[src/rtl/simon_ser_pkg.sv]
`default_nettype none
// +--------------------------------------------------------------------------+
// | simon_ser_pkg : shared types, constants and CRC-8 step for the serialiser |
// | Rev 1.0                                                                   |
// +--------------------------------------------------------------------------+
package simon_ser_pkg;

  localparam int         PKT_BYTES_DEF = 34;
  localparam logic [7:0] CRC_POLY      = 8'h07;

  typedef logic [PKT_BYTES_DEF-1:0][7:0] pkt_t;

  typedef enum logic [0:0] {CAP_IDLE, CAP_ACK} cap_state_t;
  typedef enum logic [1:0] {TX_IDLE, TX_SEND, TX_CRC} tx_state_t;

  // One byte of MSB-first CRC-8, init supplied by caller.
  function automatic logic [7:0] crc8_step(input logic [7:0] crc_in, input logic [7:0] data_in);
    logic [7:0] c;
    c = crc_in ^ data_in;
    for (int i = 0; i < 8; i++) begin
      c = c[7] ? ((c << 1) ^ CRC_POLY) : (c << 1);
    end
    return c;
  endfunction

endpackage
`default_nettype wire

[src/rtl/simon_pkt_slot_buf.sv]
`default_nettype none
// +--------------------------------------------------------------------------+
// | simon_pkt_slot_buf : two-slot packet register file, byte read port       |
// | Rev 1.0                                                                   |
// +--------------------------------------------------------------------------+
module simon_pkt_slot_buf
  import simon_ser_pkg::*;
#(
  parameter int PKT_BYTES = PKT_BYTES_DEF,
  parameter int IDX_W     = 6
) (
  input  logic                      clk,
  input  logic                      wr_en,
  input  logic                      wr_ptr,
  input  logic [PKT_BYTES-1:0][7:0] wr_pkt,
  input  logic                      rd_ptr,
  input  logic [IDX_W-1:0]          rd_idx,
  output logic [7:0]                rd_byte
);

  logic [1:0][PKT_BYTES-1:0][7:0] slot_q;
  logic [1:0][PKT_BYTES-1:0][7:0] slot_d;

  always_comb begin
    slot_d = slot_q;
    if (wr_en) begin
      slot_d[wr_ptr] = wr_pkt;
    end
  end

  // Payload storage carries no reset: a slot is only read after it is written.
  always_ff @(posedge clk) begin
    slot_q <= slot_d;
  end

  assign rd_byte = slot_q[rd_ptr][rd_idx];

endmodule
`default_nettype wire

[src/rtl/simon_pkt_serialiser.sv]
`default_nettype none
// +--------------------------------------------------------------------------+
// | simon_pkt_serialiser : ping-pong packet capture, byte-wise TX streaming  |
// | Optional trailing CRC-8 byte when SIMON_SER_CRC_EN is defined. Rev 1.0    |
// +--------------------------------------------------------------------------+
module simon_pkt_serialiser
  import simon_ser_pkg::*;
#(
  parameter int PKT_BYTES = PKT_BYTES_DEF,
  parameter int DEPTH     = 2
) (
  input  logic                      clk,
  input  logic                      R,
  input  logic [PKT_BYTES-1:0][7:0] pkt_in,
  input  logic                      pkt_done,
  output logic                      pkt_read,
  output logic [7:0]                tx_data,
  output logic                      tx_valid,
  input  logic                      tx_ready,
  output logic                      tx_last,
  output logic                      full,
  output logic [1:0]                pkt_count
);

  localparam int               IDX_W    = (PKT_BYTES > 1) ? $clog2(PKT_BYTES) : 1;
  localparam logic [IDX_W-1:0] LAST_IDX = IDX_W'(PKT_BYTES - 1);
`ifndef SIMON_SER_CRC_EN
  localparam logic [IDX_W-1:0] PENULT_IDX = IDX_W'(PKT_BYTES - 2);
`endif

  generate
    if (DEPTH != 2 || PKT_BYTES < 2) begin : g_bad_cfg
      $error("simon_pkt_serialiser: DEPTH must be 2 and PKT_BYTES >= 2");
    end
  endgenerate

  cap_state_t       cap_state_q, cap_state_d;
  tx_state_t        tx_state_q, tx_state_d;
  logic             wr_ptr_q, wr_ptr_d, rd_ptr_q, rd_ptr_d;
  logic             pkt_read_q, pkt_read_d;
  logic             tx_valid_q, tx_valid_d, tx_last_q, tx_last_d;
  logic [7:0]       tx_data_q, tx_data_d;
  logic [IDX_W-1:0] idx_q, idx_d;
  logic [1:0]       count_q, count_d;
  logic             full_q, full_d;
  logic             wr_en, free, accept, end_packet;
  logic             rd_ptr_a;
  logic [IDX_W-1:0] rd_idx_a;
  logic [7:0]       rd_byte;
`ifdef SIMON_SER_CRC_EN
  logic [7:0]       crc_q, crc_d;
`endif

  simon_pkt_slot_buf #(.PKT_BYTES(PKT_BYTES), .IDX_W(IDX_W)) u_slot_buf (
    .clk     (clk),
    .wr_en   (wr_en),
    .wr_ptr  (wr_ptr_q),
    .wr_pkt  (pkt_in),
    .rd_ptr  (rd_ptr_a),
    .rd_idx  (rd_idx_a),
    .rd_byte (rd_byte)
  );

  assign accept = tx_valid_q && tx_ready;

  // Read address points at the byte that would be presented after the next accept.
  always_comb begin
    rd_ptr_a = rd_ptr_q;
    rd_idx_a = '0;
    if (tx_state_q != TX_IDLE) begin
      if (tx_state_q == TX_CRC || idx_q == LAST_IDX) begin
        rd_ptr_a = ~rd_ptr_q;
      end else begin
        rd_idx_a = idx_q + 1'b1;
      end
    end
  end

  always_comb begin
    tx_state_d = tx_state_q;
    tx_valid_d = tx_valid_q;
    tx_last_d  = tx_last_q;
    tx_data_d  = tx_data_q;
    idx_d      = idx_q;
    rd_ptr_d   = rd_ptr_q;
    free       = 1'b0;
    end_packet = 1'b0;
`ifdef SIMON_SER_CRC_EN
    crc_d      = crc_q;
`endif
    case (tx_state_q)
      TX_IDLE: begin
        if (count_q != 2'd0) begin
          tx_state_d = TX_SEND;
          tx_valid_d = 1'b1;
          tx_last_d  = 1'b0;
          tx_data_d  = rd_byte;
          idx_d      = '0;
`ifdef SIMON_SER_CRC_EN
          crc_d      = 8'h00;
`endif
        end
      end
      TX_SEND: begin
        if (accept) begin
`ifdef SIMON_SER_CRC_EN
          crc_d = crc8_step(crc_q, tx_data_q);
`endif
          if (idx_q == LAST_IDX) begin
`ifdef SIMON_SER_CRC_EN
            tx_state_d = TX_CRC;
            tx_data_d  = crc8_step(crc_q, tx_data_q);
            tx_last_d  = 1'b1;
`else
            end_packet = 1'b1;
`endif
          end else begin
            idx_d     = idx_q + 1'b1;
            tx_data_d = rd_byte;
`ifndef SIMON_SER_CRC_EN
            tx_last_d = (idx_q == PENULT_IDX);
`endif
          end
        end
      end
      TX_CRC: begin
        if (accept) begin
          end_packet = 1'b1;
        end
      end
      default: tx_state_d = TX_IDLE;
    endcase

    // A second slot already held before this edge lets byte 0 follow without a bubble.
    if (end_packet) begin
      free     = 1'b1;
      rd_ptr_d = ~rd_ptr_q;
      if (count_q == 2'd2) begin
        tx_state_d = TX_SEND;
        tx_data_d  = rd_byte;
        tx_last_d  = 1'b0;
        idx_d      = '0;
`ifdef SIMON_SER_CRC_EN
        crc_d      = 8'h00;
`endif
      end else begin
        tx_state_d = TX_IDLE;
        tx_valid_d = 1'b0;
        tx_last_d  = 1'b0;
      end
    end
  end

  // A slot being freed on this edge may be refilled on the same edge.
  always_comb begin
    cap_state_d = cap_state_q;
    pkt_read_d  = pkt_read_q;
    wr_ptr_d    = wr_ptr_q;
    wr_en       = 1'b0;
    case (cap_state_q)
      CAP_IDLE: begin
        if (pkt_done && (count_q != 2'd2 || free)) begin
          wr_en       = 1'b1;
          pkt_read_d  = 1'b1;
          cap_state_d = CAP_ACK;
        end
      end
      CAP_ACK: begin
        if (!pkt_done) begin
          pkt_read_d  = 1'b0;
          wr_ptr_d    = ~wr_ptr_q;
          cap_state_d = CAP_IDLE;
        end
      end
      default: cap_state_d = CAP_IDLE;
    endcase
  end

  assign count_d = count_q + {1'b0, wr_en} - {1'b0, free};
  assign full_d  = (count_d == 2'd2);

  always_ff @(posedge clk or posedge R) begin
    if (R) begin
      cap_state_q <= CAP_IDLE;
      tx_state_q  <= TX_IDLE;
      wr_ptr_q    <= 1'b0;
      rd_ptr_q    <= 1'b0;
      pkt_read_q  <= 1'b0;
      tx_valid_q  <= 1'b0;
      tx_last_q   <= 1'b0;
      tx_data_q   <= 8'h00;
      idx_q       <= '0;
      count_q     <= 2'd0;
      full_q      <= 1'b0;
    end else begin
      cap_state_q <= cap_state_d;
      tx_state_q  <= tx_state_d;
      wr_ptr_q    <= wr_ptr_d;
      rd_ptr_q    <= rd_ptr_d;
      pkt_read_q  <= pkt_read_d;
      tx_valid_q  <= tx_valid_d;
      tx_last_q   <= tx_last_d;
      tx_data_q   <= tx_data_d;
      idx_q       <= idx_d;
      count_q     <= count_d;
      full_q      <= full_d;
    end
  end

`ifdef SIMON_SER_CRC_EN
  always_ff @(posedge clk or posedge R) begin
    if (R) begin
      crc_q <= 8'h00;
    end else begin
      crc_q <= crc_d;
    end
  end
`endif

  assign pkt_read  = pkt_read_q;
  assign tx_data   = tx_data_q;
  assign tx_valid  = tx_valid_q;
  assign tx_last   = tx_last_q;
  assign full      = full_q;
  assign pkt_count = count_q;

endmodule
`default_nettype wire
[config.mk]
export PLATFORM = sky130hd
export DESIGN_NAME = simon_pkt_serialiser
export DESIGN_NICKNAME = d
export VERILOG_FILES = /design/src/rtl/simon_ser_pkg.sv /design/src/rtl/simon_pkt_slot_buf.sv /design/src/rtl/simon_pkt_serialiser.sv
export SDC_FILE = /design/constraint.sdc
export NUM_CORES = 1
export LEC_CHECK = 0
export CAP_MARGIN = 20
export CORE_MARGIN = 4
export CORE_UTILIZATION = 50
export CTS_CLUSTER_DIAMETER = 100
export DETAILED_ROUTE_END_ITERATION = 8
export HOLD_SLACK_MARGIN = 0.06
export PLACE_DENSITY = 0.73
export SLEW_MARGIN = 25
export SYNTH_ARGS = -nofsm -noshare
export SYNTH_HDL_FRONTEND = slang
export SYNTH_SLANG_ARGS = --single-unit
[constraint.sdc]
create_clock -name clk -period 19.3 [get_ports clk]
set_clock_uncertainty 0.15 [all_clocks]
set_input_delay 3.86 -clock clk [delete_from_list [all_inputs] [get_ports clk]]
set_output_delay 3.86 -clock clk [all_outputs]
set_load 0.02 [all_outputs]
### Word-level counts from Yosys, hierarchy flattened

Cells that the tools add are included.

* bits in registers: 569
* word-level logic and storage cells: 165
* output and inout port bits: 14
* bits of input ports: 276

* eq/ne operators: 13
* bitwise gates (word level): 4
* mux-type cells: 48
* $add $sub $neg: 3
* reduce and logical (&&, ||, !) cells: 14
* $lt $le $gt $ge: 4

Operator list (count)
* $mux W272: 3
* $bwmux W544: 1
* $demux W272 S1: 1
* $bmux W8 S6: 1
* $mux W8: 6
* $mux W6: 7
* $mux W1: 20
* $pmux W8 S2: 1
* $eq A6 B6 Y1 const B: 2
* $pmux W6 S2: 1
* $ne A3 B3 Y1 const B: 3
* $pmux W1 S2: 4
* $lt A6 B7 Y1 const B: 1
* $add A6 B1 Y6 const B: 1
* $eq A2 B2 Y1 const B: 3
* $ne A2 B2 Y1 const B: 3
* $reduce_and A2 Y1: 3
* $lt A1 B2 Y1 const B: 2
* $mux W2: 2
* $not A1 Y1: 4
* $pmux W2 S2: 1
* $reduce_and A4 Y1: 1
* $reduce_bool A2 Y1: 2
* $logic_and A1 B1 Y1: 3
* other kinds (9): 10

### Depth between registers and ports, before layout

* word-level depth: 13
* mapped depth: 15
* gate-level depth less buffers: 12

### Cells and area by module

Synthesis repeated with hierarchy kept, for this count alone.

* cell total of the unflattened synthesis: 1002
* area, all modules: 21924.8 um^2

Modules (own cells, without submodules)
* simon_pkt_slot_buf: cells an instance 878, area each 20622.3 um^2, seq. area each 16335.7 um^2, times used 1
* simon_pkt_serialiser: cells an instance 124, area each 1302.5 um^2, seq. area each 600.6 um^2, times used 1

### Least setup slack after synthesis

Ideal clock, no wire load.

* kind: input-to-reg
* start point: input port tx_ready
* end point: register u_slot_buf.slot_q[0] (netlist name), enable pin
* stages: 5
* data arrival time: 15946 ps
* required time: 18235 ps
* slack: 2288 ps
* path buffers: 0
* setup time: 915 ps
* cell sequence: nand2_1 > nor2_1 > o21a_1 > inv_1 > nor2_1

* cells in the longest elaborated chain, start to end: 8
* elaborated cells between the ends (all ways): 9
* classes of those cells: mux: 6; reduce/logical: 3

RTL lines
* from (decl): RTL line simon_pkt_serialiser.sv:19 `input logic tx_ready,`
* $logic_and A1 B1 Y1 *: RTL line simon_pkt_serialiser.sv:64 `assign accept = tx_valid_q && tx_ready;`
* $mux W1 (on tied branches): RTL line simon_pkt_serialiser.sv:127, simon_pkt_serialiser.sv:105
* $pmux W1 S2 *: RTL line simon_pkt_serialiser.sv:91 `case (tx_state_q)`
* net end_packet: RTL line simon_pkt_serialiser.sv:46 `logic wr_en, free, accept, end_packet;`
* $mux W1 *: RTL line simon_pkt_serialiser.sv:135 `if (end_packet) begin`
* $logic_or A1 B1 Y1 *: RTL line simon_pkt_serialiser.sv:162 `if (pkt_done && (count_q != 2'd2 || free)) begin`
* $logic_and A1 B1 Y1 *: RTL line simon_pkt_serialiser.sv:162
* $mux W1 *: RTL line simon_pkt_serialiser.sv:162
* $mux W1 *: RTL line simon_pkt_serialiser.sv:160 `case (cap_state_q)`
* to (signal assigned): RTL line simon_pkt_slot_buf.sv:33 `slot_q <= slot_d;`
* to (decl): RTL line simon_pkt_slot_buf.sv:21 `logic [1:0][PKT_BYTES-1:0][7:0] slot_q;`

Mark *: on every way through the listed nets, which the timed path passes. The rest lies on a longest branch.
A chain may end at the register's enable or synchronous reset.

### Final worst setup path

* start point: input port tx_ready
* end point: register u_slot_buf.slot_q[320] (netlist name), enable pin

Same word-level chain as after synthesis.

==> reports/metrics.csv <==
stage,metric,value,unit
setup_path,Critical Path End Type,flip-flop,
sta,fin. max-slew vios,0,
cts,clk buf depth,3,
cts,CTS Buf Count,54,
route,Pre-Repair DR Iteration Count,5,
cts,Sinks on Clock Net,568,
synth,async set or reset register ratio after synthesis,4.23,%
setup_path,Critical Path AT,7.58,ns
global_route,largest net degree at the start of global routing,127,
route,routed vias,13700,
cts,H-tree levels,2,
placement,Port Buffers,289,
cts,CTS Hold Bufs,0,
synth,Most used DFF post-synth,edfxtp_1,
floorplanning,# rows,77,
cts,clock root cell,clkbuf_16,
status,status,completed,
floorplanning,I/O pins,290,
cts,# Post-CTS Setup Buffers,0,
finish,"commonest non-fill, non-tap cell in the layout",edfxtp_1,
finish,share of layout cells above drive strength 1,11.2,%
placement,Final HPWL DP,37300,um
global_route,GRT Total Usage,23.3,%
floorplanning,die height,220,um
synth,Synth cell types,60,
route,antenna violation net count after detailed routing,0,
global_route,vias in the first global route,14000,
synth,cells after synthesis,1362,
placement,Final Wtd Congestion,0.872,
floorplanning,initial core utilization,50.7,%
synth,Mapped Nets,1644,
cts,"Reg clk slew, reported paths",0.06,ns
sta,Tmin final,7.52,ns
cts,CTS tree,built,
power,Power Density,146,nW/um^2
synth,Synth top area share,72.7,%
power,Max IR drop VDD,0.0911,mV
synth,register bit total from synthesis,568,
finish,most frequent cells in the layout,"544 x edfxtp_1, 289 x clkdlybuf4s50_1, 149 x nand2_1",
sta,RSZ-0062 raised after global routing,false,
sta,endpoints failing hold,0,
hold_path,HP Class,flip-flop to flip-flop,
sta,fin crit share,38.9,%
setup_path,WS Path Type,input pin to flip-flop,
sta,Rel. slew slack,30.1,%
setup_path,crit path max fanout,112,
sta,setup TNS,0,ns
route,Via density,5.98,
finish,Final nets,1938,
finish,Area growth syn-to-layout,24.0,%
synth,Netlist Area Pre-Place,22500,um^2
global_route,first-pass GRT wire length,84200,um
setup_path,Worst EP required,19.36,ns
floorplanning,die width,220,um
global_route,GRT overflow,0,
finish,number of fill cells,3210,
sta,worst slew pin tran,1.04,ns
route,iteration-0 DRC count of the detailed router,1806,
synth,sequential fraction of the synthesis area,75.4,%
run,max cap viols,0,
route,Residual DRC,0,
cts,post_cts resized,0,
route,WL final,56900,um
global_route,initial antenna violation count,2,
floorplanning,die area,48400,um^2
route,wire per inst,24.8,um
synth,Yosys top cell by area,edfxtp_1,
floorplanning,Core ar.,44300,um^2
power,P_leak,9.19,nW
sta,fmax,133,MHz
sta,Final Setup Violations,0,
setup_path,startpoint types,input pin,
synth,largest cells by area after synthesis,"edfxtp_1 73%, mux4_2 5.0%, dfrtp_1 2.7%",
cts,clock latency at the later pin of the worst-skew pair,0.63,ns
synth,Post-synth EDFFs,544,
sta,WHS,0.365,ns
synth,Yosys Warn Count,0,
synth,Synth Area per Inst,16.5,um^2
power,Final Power,4.06,mW
==> metrics by stage <==
stage | area, um^2 | setup slack (ns) | util (%) | instances
3_3_place_gp | 25900 | 11.43 | 58.5 | 2189
5_1_grt | 27800 | 11.66 | 62.8 | 2295
6_report | 27800 | 11.78 | 62.8 | 2297
3_5_place_dp | 26000 | 11.28 | 58.6 | 2191
4_1_cts | 27800 | 11.91 | 62.8 | 2293
2_1_floorplan | 22500 | 2.29 | - | 1362
==> cell type report <==
| cell class | instances | area, um^2 | area share, % |
|---|---|---|---|
| clock buffer | 63 | 1410 | 5.05 |
| clock inverter | 39 | 433 | 1.55 |
| timing repair buffer | 312 | 3140 | 11.3 |
| sequential | 568 | 16900 | 60.8 |
| tap | 592 | 741 | 2.66 |
| inverter | 11 | 41.3 | 0.148 |
| multi-input combinational | 709 | 5140 | 18.5 |
| antenna | 3 | 7.51 | 0.0270 |
==> sequential cells by signal, indices dropped and copies added (netlist names), 2 cells and up <==
signal             count
idx_q                  6
pkt_count              2
tx_data                8
u_slot_buf.slot_q    544
==> Yosys cell counts, types with 2 or more instances <==
cell type,number
a211oi_1,30
a21oi_1,34
a22oi_1,4
a311oi_1,2
a31oi_1,2
a32o_1,27
a41o_1,7
a41oi_1,6
and2_1,2
and3_1,30
buf_2,16
buf_4,7
buf_6,7
clkbuf_1,42
dfrtp_1,24
edfxtp_1,544
ha_1,6
inv_1,10
mux2_2,17
mux2i_1,31
mux4_2,50
nand2_1,149
nand2b_1,4
nand3_1,80
nand4_1,8
nor2_1,46
nor2b_1,12
nor3_1,20
o2111ai_1,3
o21a_1,2
o21ai_0,57
o21ai_1,8
o221ai_1,6
o22ai_1,24
o31ai_1,2
or3_1,5
or4_1,6
xnor2_1,6
xor2_1,5
==> worst max-delay path: stages <==
cell and delay [ns]:
clkdlybuf4s50_1 0.59, nand2_1 0.23, nor2_1 0.50, o21a_1 0.27
and2_4 0.17, buf_12 0.43, buf_16 0.43, buf_4 0.81
==> layer usage <==
metal	global-route usage [%]	vias up	wire length, um
met1	32.2	6947	22200
li1	-	6007	-
met2	37.9	677	28000
met5	0	-	13
met3	4.90	95	5200
met4	6.76	2	1470
==> cells by family (layout without fill, tap and decap cells) <==
kind of cell	Yosys count	in the layout	share of synthesized area, %
other	0	3	0
flip-flops	568	568	75.4
multiplexers	98	98	7.25
XOR/XNOR	11	11	0.429
buffers and inverters	85	425	1.91
AND/OR/NAND/NOR	368	368	7.76
adder cells (fa/ha/maj)	6	6	0.334
AO/OA/AOI/OAI	226	226	6.90
==> power by group <==
part / switching [mW] / internal [mW] / total [mW] / leakage [nW]
clock network: 0.448 / 0.642 / 1.09 / 0.902
logic: 0.844 / 0.473 / 1.32 / 3.02
registers: 0.0724 / 1.58 / 1.65 / 5.26
==> path summary, 6_finish.rpt <==
| check | from | to | slack (ns) | cells past startpoint |
|---|---|---|---|---|
| setup / recovery | tx_ready | u_slot_buf.slot_q[320] | 11.78 | 8 |
| setup reg to reg | idx_q[4] | u_slot_buf.slot_q[320] | 13.81 | 8 |
| hold reg to reg | tx_data[5] | tx_data[5] | 0.36 | 2 |
| hold / removal | tx_data[5] | tx_data[5] | 0.36 | 2 |
| max in group asynchronous | R | wr_ptr_q | 15.09 | 2 |
| min in group asynchronous | R | full | 3.51 | 2 |
Note: power is estimated with default switching activity, not from simulation.
